## src/rtl/regfile_wb_arbiter_pkg.sv

```systemverilog
// rtl/regfile_wb_arbiter_pkg.sv - shared types and widths for the writeback port arbiter
package regfile_wb_arbiter_pkg;

   localparam int XLEN     = 64;
   localparam int REG_W    = 5;
   localparam int NUM_REGS = 32;

   typedef enum logic {
      NORMAL = 1'b0,
      DRAIN  = 1'b1
   } arb_state_t;

   typedef struct packed {
      logic [REG_W-1:0] rd;
      logic [XLEN-1:0]  data;
   } md_entry_t;

endpackage

```

## src/rtl/wb_result_fifo.sv

```systemverilog
// rtl/wb_result_fifo.sv - synchronous FIFO buffering completed MUL/DIV results
module wb_result_fifo
   import regfile_wb_arbiter_pkg::*;
#(
   parameter int DEPTH = 2,
   localparam int CNT_W = $clog2(DEPTH + 1)
) (
   input  logic             CLK,
   input  logic             RESET,
   input  logic             push,
   input  md_entry_t        push_entry,
   input  logic             pop,
   output md_entry_t        head,
   output logic             full,
   output logic             empty,
   output logic [CNT_W-1:0] count
);

   localparam int PTR_W = $clog2(DEPTH);

   md_entry_t        mem [DEPTH];
   logic [PTR_W-1:0] wr_ptr;
   logic [PTR_W-1:0] rd_ptr;
   logic             do_push;
   logic             do_pop;

   assign full    = (count == CNT_W'(DEPTH));
   assign empty   = (count == '0);
   assign do_push = push && !full;
   assign do_pop  = pop && !empty;
   assign head    = mem[rd_ptr];

   // DEPTH is a power of two, so pointer overflow is the modulo wrap
   always_ff @(posedge CLK or posedge RESET) begin
      if (RESET) begin
         wr_ptr <= '0;
         rd_ptr <= '0;
         count  <= '0;
      end else begin
         if (do_push) wr_ptr <= wr_ptr + 1'b1;
         if (do_pop)  rd_ptr <= rd_ptr + 1'b1;
         if (do_push && !do_pop)      count <= count + 1'b1;
         else if (do_pop && !do_push) count <= count - 1'b1;
      end
   end

   always_ff @(posedge CLK) begin
      if (do_push) mem[wr_ptr] <= push_entry;
   end

endmodule

```

## src/rtl/regfile_wb_arbiter.sv

```systemverilog
// rtl/regfile_wb_arbiter.sv - shares the register-file write port between ALU and MUL/DIV results
module regfile_wb_arbiter
   import regfile_wb_arbiter_pkg::*;
#(
   parameter int FIFO_DEPTH   = 2,
   parameter int STARVE_LIMIT = 4
) (
   input  logic             CLK,
   input  logic             RESET,
   input  logic             ALU_VALID,
   input  logic [REG_W-1:0] ALU_RD,
   input  logic [XLEN-1:0]  ALU_DATA,
   output logic             ALU_READY,
   input  logic             MD_VALID,
   input  logic [REG_W-1:0] MD_RD,
   input  logic [XLEN-1:0]  MD_DATA,
   output logic             MD_READY,
   input  logic             ISSUE_VALID,
   input  logic [REG_W-1:0] ISSUE_RD,
   input  logic [REG_W-1:0] CHK_R1,
   input  logic [REG_W-1:0] CHK_R2,
   input  logic [REG_W-1:0] CHK_RD,
   output logic             HAZARD,
   output logic [REG_W-1:0] RD,
   output logic [XLEN-1:0]  RD_DATA,
   output logic             WRITE_ENABLE
);

   localparam int CNT_W = $clog2(FIFO_DEPTH + 1);
   localparam int SC_W  = $clog2(STARVE_LIMIT + 1);

   arb_state_t          state;
   arb_state_t          state_next;
   logic [SC_W-1:0]     starve;
   logic [SC_W-1:0]     starve_next;
   logic [NUM_REGS-1:0] busy;
   logic [NUM_REGS-1:0] busy_next;
   logic                alu_grant;
   logic                md_grant;
   logic                md_push;
   md_entry_t           push_entry;
   md_entry_t           fifo_head;
   logic                fifo_full;
   logic                fifo_empty;
   logic [CNT_W-1:0]    fifo_count;

   assign MD_READY   = !fifo_full;
   assign md_push    = MD_VALID && MD_READY;
   assign push_entry = '{rd: MD_RD, data: MD_DATA};

   wb_result_fifo #(
      .DEPTH (FIFO_DEPTH)
   ) fifo (
      .CLK        (CLK),
      .RESET      (RESET),
      .push       (md_push),
      .push_entry (push_entry),
      .pop        (md_grant),
      .head       (fifo_head),
      .full       (fifo_full),
      .empty      (fifo_empty),
      .count      (fifo_count)
   );

   always_ff @(posedge CLK or posedge RESET) begin
      if (RESET) begin
         state  <= NORMAL;
         starve <= '0;
         busy   <= '0;
      end else begin
         state  <= state_next;
         starve <= starve_next;
         busy   <= busy_next;
      end
   end

   always_comb begin
      state_next  = state;
      starve_next = starve;
      alu_grant   = 1'b0;
      md_grant    = 1'b0;
      ALU_READY   = 1'b1;
      case (state)
         NORMAL: begin
            if (ALU_VALID)        alu_grant = 1'b1;
            else if (!fifo_empty) md_grant  = 1'b1;
            if (fifo_count == '0 || md_grant) begin
               starve_next = '0;
            end else if (alu_grant) begin
               starve_next = starve + 1'b1;
               if (starve_next == SC_W'(STARVE_LIMIT)) state_next = DRAIN;
            end
         end
         DRAIN: begin
            // one forced cycle for the oldest MUL/DIV result; ALU is held off
            ALU_READY   = 1'b0;
            md_grant    = !fifo_empty;
            starve_next = '0;
            state_next  = NORMAL;
         end
         default: state_next = NORMAL;
      endcase
   end

   // issue set is applied after the grant clear so a same-cycle reissue stays busy
   always_comb begin
      busy_next = busy;
      if (md_grant) busy_next[fifo_head.rd] = 1'b0;
      if (ISSUE_VALID && ISSUE_RD != '0) busy_next[ISSUE_RD] = 1'b1;
   end

   assign HAZARD = busy[CHK_R1] | busy[CHK_R2] | busy[CHK_RD];

   always_ff @(posedge CLK or posedge RESET) begin
      if (RESET) begin
         RD           <= '0;
         RD_DATA      <= '0;
         WRITE_ENABLE <= 1'b0;
      end else begin
         WRITE_ENABLE <= 1'b0;
         if (alu_grant) begin
            RD           <= ALU_RD;
            RD_DATA      <= ALU_DATA;
            WRITE_ENABLE <= (ALU_RD != '0);
         end else if (md_grant) begin
            RD           <= fifo_head.rd;
            RD_DATA      <= fifo_head.data;
            WRITE_ENABLE <= (fifo_head.rd != '0);
         end
      end
   end

endmodule

```

## config.mk

```make
export PLATFORM = sky130hd
export DESIGN_NAME = regfile_wb_arbiter
export DESIGN_NICKNAME = d
export VERILOG_FILES = /design/src/rtl/regfile_wb_arbiter_pkg.sv /design/src/rtl/wb_result_fifo.sv /design/src/rtl/regfile_wb_arbiter.sv
export SDC_FILE = /design/constraint.sdc
export NUM_CORES = 1
export LEC_CHECK = 0
export ABC_CLOCK_PERIOD_IN_PS = 3900
export BUFFER_PORTS_ARGS = -buffer_cell sky130_fd_sc_hd__buf_2
export CORE_MARGIN = 2
export CORE_UTILIZATION = 49
export CTS_CLUSTER_SIZE = 24
export DETAILED_ROUTE_END_ITERATION = 16
export PLACE_DENSITY = 0.76
export SYNTH_ARGS = -nofsm -noshare
export SYNTH_HDL_FRONTEND = slang
export SYNTH_HIERARCHICAL = 1
export SYNTH_SLANG_ARGS = --single-unit
export TNS_END_PERCENT = 100
```

## constraint.sdc

```tcl
create_clock -name CLK -period 3.9 [get_ports CLK]
set_input_delay 0 -clock CLK [delete_from_list [all_inputs] [get_ports CLK]]
set_output_delay 0 -clock CLK [all_outputs]
set_load 0.03 [all_outputs]
```

# Yosys cells after proc, flatten, opt, wreduce, memory -nomap -nowiden
# Memory sizes are Yosys's and may differ from the RTL's.
# Cells that the tools add are included.
# Widths: inputs -> output; s select.
[word_totals] ram_bits=138 ff_bits=110 wordCells=87 memories=1
[classes] n_bitwise=6 n_reduce_logical=19 add_sub_neg=5 n_eq_ne=3 n_lt_le_gt_ge=7 n_mux=37
[mem_list] memory="fifo.mem" words=2 width=69 read_ports=1 rd_ports_with_merged_regs=0 wr=1 line="wb_result_fifo.sv:21" text="md_entry_t mem [DEPTH];"
[op_table] cell="$mux 64" n=2
[op_table] cell="$mux 32" n=2
[op_table] cell="$and 32x32->32" n=1
[op_table] cell="$not 32->32" n=1
[op_table] cell="$or 32x32->32" n=1
[op_table] cell="$lt 5x6->1 const B" n=5
[op_table] cell="$mux 1" n=19
[op_table] cell="$bmux 1 s5" n=3
[op_table] cell="$reduce_bool 5->1" n=3
[op_table] cell="$demux 1 s5" n=2
[op_table] cell="$ge 5x1->1 const B" n=2
[op_table] cell="$mux 5" n=2
[op_table] cell="$logic_and 1x1->1" n=8
[op_table] cell="$mux 3" n=2
[op_table] cell="$pmux 3 s2" n=1
[op_table] cell="$logic_not 1->1" n=4
[op_table] cell="$mux 2" n=2
[op_table] cell="$pmux 1 s2" n=2
[op_table] cell="$reduce_bool 2->1" n=2
[op_table] cell="$add 3x1->3 const B" n=1
[op_table] cell="$eq 3x3->1 const B" n=1
[op_table] cell="$ne 3x3->1 const B" n=1
[op_table] cell="$add 1x1->1 const B" n=2
[op_table] cell="$add 2x1->2 const B" n=1
[op_table] cell="other kinds (6)" n=7

# Logic depth before layout (Yosys ltp)
# Gate-level depths: netlist (run 1).
# An unclocked memory read counts as a cell.
[depth] depth_word=10 depth_mapped=9 ltp_nobuf=9

# Hierarchy
# Netlist (run 1), hierarchy kept.
[modules_own_cells] module="regfile_wb_arbiter" area_per_inst_um2=5536.6 cells_each=521 n_inst=1
[modules_own_cells] module="wb_result_fifo" area_per_inst_um2=5531.6 cells_each=235 n_inst=1

# Worst setup path after synthesis (run 1)
# OpenSTA, ideal clock, no wires.
[synth_timing] kind="flip-flop to flip-flop" startpoint="register fifo.count[0]" endpoint="memory fifo/mem[0][0] (netlist name) (enable)" required_time_ns=3.404 setup_ns=0.496 setup_slack_ns=-0.335 synth_period_minus_slack_ns=4.235 t_arrival_ns=3.738 path_stages_with_launch=6 path_cell_list="dfrtp_1 nand2b_1 inv_1 nor2b_1 nand2_1 nor2_1"
[synth_between] elab_chain_len=6
[synth_lines] element="start: declaration" line="wb_result_fifo.sv:16" text="output logic [CNT_W-1:0] count"
[synth_lines] element="start signal: assignment" line="wb_result_fifo.sv:42" text="if (do_push && !do_pop) count <= count + 1'b1;"
[synth_lines] element="start signal: assignment" line="wb_result_fifo.sv:43" text="else if (do_pop && !do_push) count <= count - 1'b1;"
[synth_lines] element="$eq 2x2->1" line="wb_result_fifo.sv:27" text="assign full = (count == CNT_W'(DEPTH));"
[synth_lines] element="net fifo_full" line="regfile_wb_arbiter.sv:43" text="logic fifo_full;"
[synth_lines] element="$logic_not 1->1" line="regfile_wb_arbiter.sv:47" text="assign MD_READY = !fifo_full;"
[synth_lines] element="$logic_and 1x1->1" line="regfile_wb_arbiter.sv:48" text="assign md_push = MD_VALID && MD_READY;"
[synth_lines] element="net md_push" line="regfile_wb_arbiter.sv:40" text="logic md_push;"
[synth_lines] element="$logic_and 1x1->1" line="wb_result_fifo.sv:29" text="assign do_push = push && !full;"
[synth_lines] element="$mux 1" line="wb_result_fifo.sv:48" text="if (do_push) mem[wr_ptr] <= push_entry;"
[synth_lines] element="$mux 1 (implied by the code)" line="wb_result_fifo.sv:48"
[synth_lines] element="end: declaration" line="wb_result_fifo.sv:21"
# The timed path passes the listed nets, and every way through them passes these cells.

# Worst setup path in the final report (run 1)
[layout_timing] startpoint="register fifo.count[0]" endpoint="register RD_DATA[19]"
[layout_between] elab_chain_len=6 elab_cells_between_ends=7 classes_between="4 x mux; 3 x reduce/logical"
[layout_lines] element="$logic_not 2->1 *" line="wb_result_fifo.sv:28" text="assign empty = (count == '0);"
[layout_lines] element="net fifo_empty" line="regfile_wb_arbiter.sv:44" text="logic fifo_empty;"
[layout_lines] element="$mux 1" line="regfile_wb_arbiter.sv:86" text="else if (!fifo_empty) md_grant = 1'b1;"
[layout_lines] element="$mux 1" line="regfile_wb_arbiter.sv:85" text="if (ALU_VALID) alu_grant = 1'b1;"
[layout_lines] element="$mux 1" line="regfile_wb_arbiter.sv:83" text="case (state)"
[layout_lines] element="$pmux 1 s2 *" line="regfile_wb_arbiter.sv:83"
[layout_lines] element="$reduce_bool 2->1 (no line) *"
[layout_lines] element="end signal: assignment" line="regfile_wb_arbiter.sv:127" text="RD_DATA <= fifo_head.data;"
[layout_lines] element="end: declaration" line="regfile_wb_arbiter.sv:25" text="output logic [XLEN-1:0] RD_DATA,"
# Mark *: on every way through the listed nets, which the timed path passes. The rest lies on a longest branch. The select of a mux whose other input is x is not followed.
# A chain may end at the register's enable or synchronous reset.

==> metrics.md, run 1 <==
| Metric | Value |
|---|---|
| Max Cap Viol | 0 |
| Hold WC Path Type | in2reg |
| P_leak | 6.21 nW |
| Setup Fix Bufs, Post-CTS | 0 |
| GRT overflow | 0 |
| Yosys warning count | 6 |
| Worst reg-to-reg path cell count | 5 |
| Clock period minus worst slack | 2.55 ns |
| Initial antenna violation count | 5 |
| # DRC | 0 |
| DP Worst Slack | 1.54 ns |
| CTS clk-pin slew, worst paths | 0.06 ns |
| Area contributors post-synth | edfxtp_1 (37%), dfrtp_1 (25%), mux2_4 (9.4%) |
| Wirelength per Cell | 20.5 um |
| Netlist cell types | 41 |
| CTS Sinks | 248 |
| Final setup TNS | 0 ns |
| Clock Skew | 0.0138 ns |
| Critical path data required time | 4.23 ns |
| Worst EP arrival | 2.88 ns |
| Count leader, synth | edfxtp_1 |
| Post-route ant nets | 0 |
| CTS Buffer Depth | 3 |
| I/O Buffers | 235 |
| Slew @ Worst Pin | 1.04 ns |
| Mapped Avg Cell Area | 14.6 um^2 |
| Slew HR | 31.0% |
| Wirelength, routed | 29.4 mm |
| Syn Inst Count | 756 |
| Area growth syn-to-layout | 33.4% |
| I/O pin total | 236 |
| Fin cells | 1436 |
| Starting density of the core | 50.2% |
| Critical Path Source Type | register |
| Placer congestion estimate | 0.832 |
| Hold slack | 0.0606 ns |
| Num CTS Buffers | 26 |
| Nets | 1297 |
| Die footprint | 23800 um^2 |
| Vias in the first global route | 8588 |
| Critical path endpoint category | register |
| First-pass DRT Iterations | 5 |
| Power, Total | 10.4 mW |
| Seq/Total Area, Yosys | 62.3% |
| Routed vias/inst | 5.50 |
| PwrDens | 704 nW/um^2 |
| Fmax | 0.392 GHz |
| Placement Rows | 54 |
| Via Count | 7903 |
| Async S/R FF share, synth | 44.4% |
| First-pass GRT wire length | 45.8 mm |
| Result of the run | complete, no violations |
| Largest net degree at the start of global routing | 96 |
| Post-synthesis cell area | 11100 um^2 |
| Die width | 154 um |
| Placed insts | 1234 |
| Depth of the CTS H-tree | 1 |
| Area share of the largest cell type after synthesis | 37.4% |
| Synth Net Count | 922 |
| Final setup fails | 0 |
| Yosys reg bits | 248 |
| Biggest area consumer among synthesized cells | edfxtp_1 |
| Number of synthesized flops with an enable pin | 138 |
| Layout cell share with drive strength beyond 1 | 32.9% |
| DP Wirelength | 17.1 mm |
| Worst Hold Path Cells | 3 |
| Core Area | 22000 um^2 |
| Crit path kind | reg2reg |
| Critical path peak fanout | 48 |
| Synth Flop Type | edfxtp_1 |
| Final Hold Viols | 0 |
| GRT Util Overall | 24.4% |
| DR iter-0 viols | 504 |
| Slew Limit Fails | 0 |
| Setup WS post-layout | 1.35 ns |
| Worst-Skew Late Latency | 0.52 ns |
| Root Buffer | clkbuf_16 |
| Maximum vdd drop | 0.489 mV |
| Synth cell count leaders | edfxtp_1 (138), o21ai_0 (134), dfrtp_1 (110) |
| Final period utilization | 65.5% |
| Vert. Die Dim | 154 um |
| TritonCTS clock tree | yes |
| Unrepaired setup endpoints after global routing | false |
-- final timing paths --
check	start	endpoint	slack [ns]
worst max-delay path	fifo/count[0]	RD_DATA[19]	1.35
worst min-delay path	ISSUE_RD[0]	busy[25]	0.06
worst max register to register	fifo/count[0]	RD_DATA[19]	1.35
worst min register to register	starve[2]	starve[2]	0.48
max in group asynchronous	RESET	busy[12]	2.52
min in group asynchronous	RESET	RD_DATA[42]	0.26
-- layout make-up --
type	count	area [um^2]
Antenna cell	5	12.5
Clock buffer	32	704
Clock inverter	16	185
Fill cell	1495	7260
Inverter	10	40.0
Multi-Input combinational cell	454	3850
Sequential cell	248	6900
Tap cell	280	350
Timing Repair Buffer	391	2720
-- critical path, cell delays in order (launching register included) --
cell	delay, ns
dfrtp_1	0.48
nor2_4	0.12
buf_4	0.39
buf_4	0.72
mux2i_1	0.38
o21ai_0	0.17
-- cells by family (layout without fill, tap and decap cells) --
kind of cell    count (synthesis)  in the layout  share of synthesized area (%)
flops                         248            248                           62.3
mux                           172            172                           21.5
compound gates                144            144                           6.71
simple gates                  130            130                           5.62
buf+inv                        54            449                           3.13
xor+xnor                        5              5                          0.396
fa+ha+maj                       3              3                          0.339
other cells                     0              5                              0
-- what timing repair did --
action	CTS	global route
endpoints found under the hold margin	310	0
hold buffers	149	0
gates resized for setup	0	0
-- power breakdown --
group / internal [mW] / leakage [nW] / switching, mW / total (mW)
clock: 1.55 / 0.436 / 1.02 / 2.56
sequential: 3.63 / 2.60 / 0.584 / 4.21
combinational: 1.65 / 3.17 / 1.97 / 3.62
-- per-layer routing --
metal	routed length [um]	GRT usage, %	up-vias	part of all wire, %
met5	0	0	-	0
met4	1060	9.83	0	3.6
met3	2080	5.86	82	7.1
met2	15500	45.0	342	53
met1	10700	27.2	3898	36
li1	-	-	3581	-
-- stage by stage --
step                      utilization (%)  area, um^2
after floorplan                         -       11100
after global placement               56.2       12400
after detailed placement             56.2       12400
after CTS                            67.0       14800
after global routing                 67.0       14800
final                                67.0       14800
-- sequential cells by signal, summed over array words and instances, names as in the netlist --
name / flops
fifo/wr_ptr: 1
WRITE_ENABLE: 1
busy: 32
state: 1
fifo/count: 2
RD_DATA: 64
fifo/rd_ptr: 1
RD: 5
starve: 3
fifo/mem: 138
-- layout by cell type (no fill, tap or decap), types with 4 or more instances in the layout --
cell,count
dlygate4sd3_1,149
bufinv_16,4
edfxtp_1,138
mux2i_1,79
inv_1,9
nand2_1,78
o21ai_0,134
dfrtp_1,109
clkinv_1,4
diode_2,5
mux2_4,69
buf_2,235
nand3_1,4
clkinv_2,5
buf_4,7
nand3b_1,12
or3b_2,4
nor2_1,9
clkbuf_16,27
clkbuf_1,4
mux4_2,17
mux4_1,6
No activity file was read; power rests on OpenSTA's default activity.
==> run 2, diff against run 1 <==
--- a/config.mk
+++ b/config.mk
@@ -5,13 +5,14 @@
 export SDC_FILE = /design/constraint.sdc
 export NUM_CORES = 1
 export LEC_CHECK = 0
-export ABC_CLOCK_PERIOD_IN_PS = 3900
+export ABC_AREA = 1
+export ABC_CLOCK_PERIOD_IN_PS = 2400
 export BUFFER_PORTS_ARGS = -buffer_cell sky130_fd_sc_hd__buf_2
 export CORE_MARGIN = 2
-export CORE_UTILIZATION = 49
+export CORE_UTILIZATION = 54
 export CTS_CLUSTER_SIZE = 24
 export DETAILED_ROUTE_END_ITERATION = 16
-export PLACE_DENSITY = 0.76
+export PLACE_DENSITY = 0.79
 export SYNTH_ARGS = -nofsm -noshare
 export SYNTH_HDL_FRONTEND = slang
 export SYNTH_HIERARCHICAL = 1
==> constraint.sdc (replaced) <==
create_clock -name CLK -period 2.4 [get_ports CLK]
set_input_delay 0 -clock CLK [delete_from_list [all_inputs] [get_ports CLK]]
set_output_delay 0 -clock CLK [all_outputs]
set_load 0.03 [all_outputs]
==> metrics.md, run 2 <==
| Metric | Value |
|---|---|
| Critical path peak fanout | 28 (was 48) |
| Unrepaired setup endpoints after global routing | false (unchanged) |
| Commonest cells after routing, fill and taps aside | nand2_1 (543), buf_2 (235), nand3_1 (153) (was buf_2 (235), dlygate4sd3_1 (149), edfxtp_1 (138)) |
| Commonest non-fill, non-tap cell in the layout | nand2_1 (was buf_2) |
| Async S/R FF share, synth | 44.4% (unchanged) |
| Post-synthesis cell area | 10800 um^2 (was 11100 um^2) |
| CP Cell Sequence | inv_4 -> nand2_1 -> nand2_1 -> inv_1 -> nand2_1 -> nor3_1 -> o211ai_1 (was nor2_4 -> buf_4 -> buf_4 -> mux2i_1 -> o21ai_0) |
| Fillers | 1301 (was 1495) |
| Syn Inst Count | 1158 (was 756) |
| Register area | 6900 um^2 (about the same) |
| Slew HR | 48.2% (was 31.0%) |
| Placer congestion estimate | 0.881 (was 0.832) |
| Critical path endpoint category | register (unchanged) |
| # DRC | 0 (unchanged) |
| Area growth syn-to-layout | 35.0% (was 33.4%) |
| Routed vias/inst | 5.40 (was 5.50) |
| P_leak | 6.69 nW (was 6.21 nW) |
| Yosys reg bits | 248 (unchanged) |
| NetSw | 6.44 mW (was 3.57 mW) |
| Max stage delay cell, worst path | dfrtp_2 (was buf_4) |
| Result of the run | complete, no violations (unchanged) |
| Placement Rows | 51 (was 54) |
| Worst-Skew Late Latency | 0.52 ns (about the same) |
| Slew Limit Fails | 0 (unchanged) |
| Final Hold Viols | 0 (unchanged) |
| Largest net degree at the start of global routing | 70 (was 96) |
| Die width | 145 um (was 154 um) |
| I/O Buffers | 235 (unchanged) |
| DP Wirelength | 18.5 mm (was 17.1 mm) |
| Area of the multi-input gates | 3470 um^2 (was 3850 um^2) |
| Crit path top cell by count | nand2_1 (was buf_4) |
| Seq/Total Area, Yosys | 63.9% (was 62.3%) |
| Sequential power share | 41.4% (was 40.5%) |
| Slew @ Worst Pin | 0.776 ns (was 1.04 ns) |
| Layout cell share with drive strength beyond 1 | 19.3% (was 32.9%) |
| DR iter-0 viols | 872 (was 504) |
| I/O pin total | 236 (unchanged) |
| Largest register FFs | 138 (unchanged) |
| Final setup TNS | 0 ns (unchanged) |
| Netlist cell types | 30 (was 41) |
| Switching power share of the total | 39.0% (was 34.4%) |
| Crit path max-delay family | simple AND/OR/NAND/NOR gates (was buffers and inverters) |
| Clock period minus worst slack | 2.02 ns (was 2.55 ns) |
| Synth cell count leaders | nand2_1 (543), nand3_1 (153), edfxtp_1 (138) (was edfxtp_1 (138), o21ai_0 (134), dfrtp_1 (110)) |
| Num CTS Buffers | 25 (was 26) |
| CTS Buffer Depth | 3 (unchanged) |
| Nets | 1698 (was 1297) |
| Comb pwr share | 34.3% (was 34.8%) |
| Vias in the first global route | 10100 (was 8588) |
| Critical path data required time | 2.79 ns (was 4.23 ns) |
| PwrDens | 1130 nW/um^2 (was 704 nW/um^2) |
| Setup Fix Bufs, Post-CTS | 0 (unchanged) |
| Crit path kind | reg2reg (unchanged) |
| Hold-fix buffers, CTS | 150 (was 149) |
| Final Util | 74.6% (was 67.0%) |
| Initial antenna violation count | 4 (was 5) |
| Wirelength, routed | 31.7 mm (was 29.4 mm) |
| First-pass DRT Iterations | 6 (was 5) |
| Cts repair resizes | 0 (unchanged) |
| Worst EP arrival | 2.40 ns (was 2.88 ns) |
| Wirelength per Cell | 17.4 um (was 20.5 um) |
| Starting density of the core | 55.3% (was 50.2%) |
| Area share of the largest cell type after synthesis | 38.4% (was 37.4%) |
| Power, Total | 16.5 mW (was 10.4 mW) |
| Biggest area consumer among synthesized cells | edfxtp_1 (unchanged) |
| Max stage delay on crit path | 0.71 ns (was 0.72 ns) |
| Setup WS post-layout | 0.384 ns (was 1.35 ns) |
| Maximum vdd drop | 0.772 mV (was 0.489 mV) |
| DP Worst Slack | 0.428 ns (was 1.54 ns) |
| Hold WC Path Type | in2reg (unchanged) |
| Max Cap Viol | 0 (unchanged) |
| GRT overflow | 0 (unchanged) |
| Synth Net Count | 1324 (was 922) |
| Clock share of power | 24.3% (was 24.7%) |
| Cell Int Power | 10.1 mW (was 6.83 mW) |
| Die footprint | 21100 um^2 (was 23800 um^2) |
| Final setup fails | 0 (unchanged) |
| Top flop regs | fifo/mem (138), RD_DATA (64), busy (32) (unchanged) |
| Area contributors post-synth | edfxtp_1 (38%), dfrtp_1 (26%), nand2_1 (19%) (was edfxtp_1 (37%), dfrtp_1 (25%), mux2_4 (9.4%)) |
| Most flops, register | fifo/mem (unchanged) |
| TritonCTS clock tree | yes (unchanged) |
| Depth of the CTS H-tree | 1 (unchanged) |
| Mapped Avg Cell Area | 9.32 um^2 (was 14.6 um^2) |
| Yosys warning count | 6 (unchanged) |
| CTS clk-pin slew, worst paths | 0.06 ns (about the same) |
| Root Buffer | clkbuf_16 (unchanged) |
| Core Area | 19500 um^2 (was 22000 um^2) |
| Fmax | 0.496 GHz (was 0.392 GHz) |
| Critical Path Source Type | register (unchanged) |
| Number of synthesized flops with an enable pin | 138 (unchanged) |
| Vert. Die Dim | 145 um (was 154 um) |
| Final period utilization | 84.0% (was 65.5%) |
| Count leader, synth | nand2_1 (was edfxtp_1) |
| Post-route ant nets | 0 (unchanged) |
| Critical path buffers and inverters | 2 (unchanged) |
| Clock Skew | 0.0210 ns (was 0.0138 ns) |
| GRT Util Overall | 29.6% (was 24.4%) |
| Via Count | 9837 (was 7903) |
| CTS Sinks | 248 (unchanged) |
| Synth Flop Type | edfxtp_1 (unchanged) |
| First-pass GRT wire length | 50.5 mm (was 45.8 mm) |
==> run 2: cell types whose count changed in the layout (fill, tap and decap cells not counted), moves of 5 or more <==
cell	previous run	this run
nand2_1	78	543
nand3_1	4	153
o21ai_0	134	53
mux2i_1	79	0
mux2_4	69	0
inv_1	9	41
mux4_2	17	0
o21ai_1	3	18
nand3b_1	12	3
nor2_1	9	17
mux4_1	6	0
buf_12	0	5
==> run 2: metrics by stage <==
stage	cells	hold WS (ns)	instance area, um^2
3_5_place_dp	1620	-0.0537	12200
3_3_place_gp	1620	-0.0466	12200
2_1_floorplan	1158	-0.234	10800
5_1_grt	1820	0.0436	14600
6_report	1820	0.00481	14600
4_1_cts	1816	0.00395	14600
==> run 2: cell type report <==
| cell class | count | share of cell area [%] |
|---|---|---|
| Tap cell | 265 | 2.28 |
| Timing Repair Buffer | 397 | 19.4 |
| Clock inverter | 14 | 1.19 |
| Clock buffer | 32 | 4.54 |
| Inverter | 47 | 1.28 |
| Multi-Input combinational cell | 813 | 23.8 |
| Sequential cell | 248 | 47.4 |
| Antenna cell | 4 | 0.0687 |
==> run 2: path summary, 6_finish.rpt <==
path | startpoint | end | slack, ns | cells after the start
worst max-delay path | fifo/rd_ptr | WRITE_ENABLE | 0.38 | 7
worst min-delay path | MD_VALID | fifo/wr_ptr | 0.005 | 7
worst max register to register | fifo/rd_ptr | WRITE_ENABLE | 0.38 | 7
worst min register to register | starve[0] | starve[0] | 0.48 | 1
max in group asynchronous | RESET | RD_DATA[11] | 1.38 | 4
min in group asynchronous | RESET | starve[1] | 0.15 | 3
==> run 2: layer usage <==
layer	vias to the layer above	routed length, um	GRT usage [%]
li1	4563	-	-
met1	4625	12100	36.6
met2	533	15900	51.3
met3	116	2420	5.08
met4	0	1330	13.6
met5	-	0	0
==> run 2: cells by family (layout without fill, tap and decap cells) <==
logic type / after synthesis / after routing / share of synthesized area, %
AO/OA/AOI/OAI: 82 / 82 / 3.99
XOR/XNOR: 1 / 1 / 0.0812
adder cells (fa/ha/maj): 3 / 3 / 0.348
buffers and inverters: 97 / 490 / 4.04
flip-flops: 248 / 248 / 63.9
other: 0 / 4 / 0
AND/OR/NAND/NOR: 727 / 727 / 27.6
==> run 2: power by group through the flow <==
| stage | clock, mW | sequential [mW] | combinational, mW |
|---|---|---|---|
| detailed placement | 0 | 6.84 | 5.32 |
| global route | 4.21 | 6.98 | 6.20 |
| global placement | 0 | 6.81 | 5.17 |
| floorplan | 0 | 7.53 | 2.90 |
| finish | 4.01 | 6.83 | 5.66 |
| CTS | 4.00 | 6.78 | 5.54 |
==> run 2: worst reg2reg max path: cells and delay by family (launching register included) <==
family	cells	cell delay (ns)
AND/OR/NAND/NOR	4	0.73
flip-flops	1	0.71
buffers and inverters	2	0.30
AO/OA/AOI/OAI	1	0.14
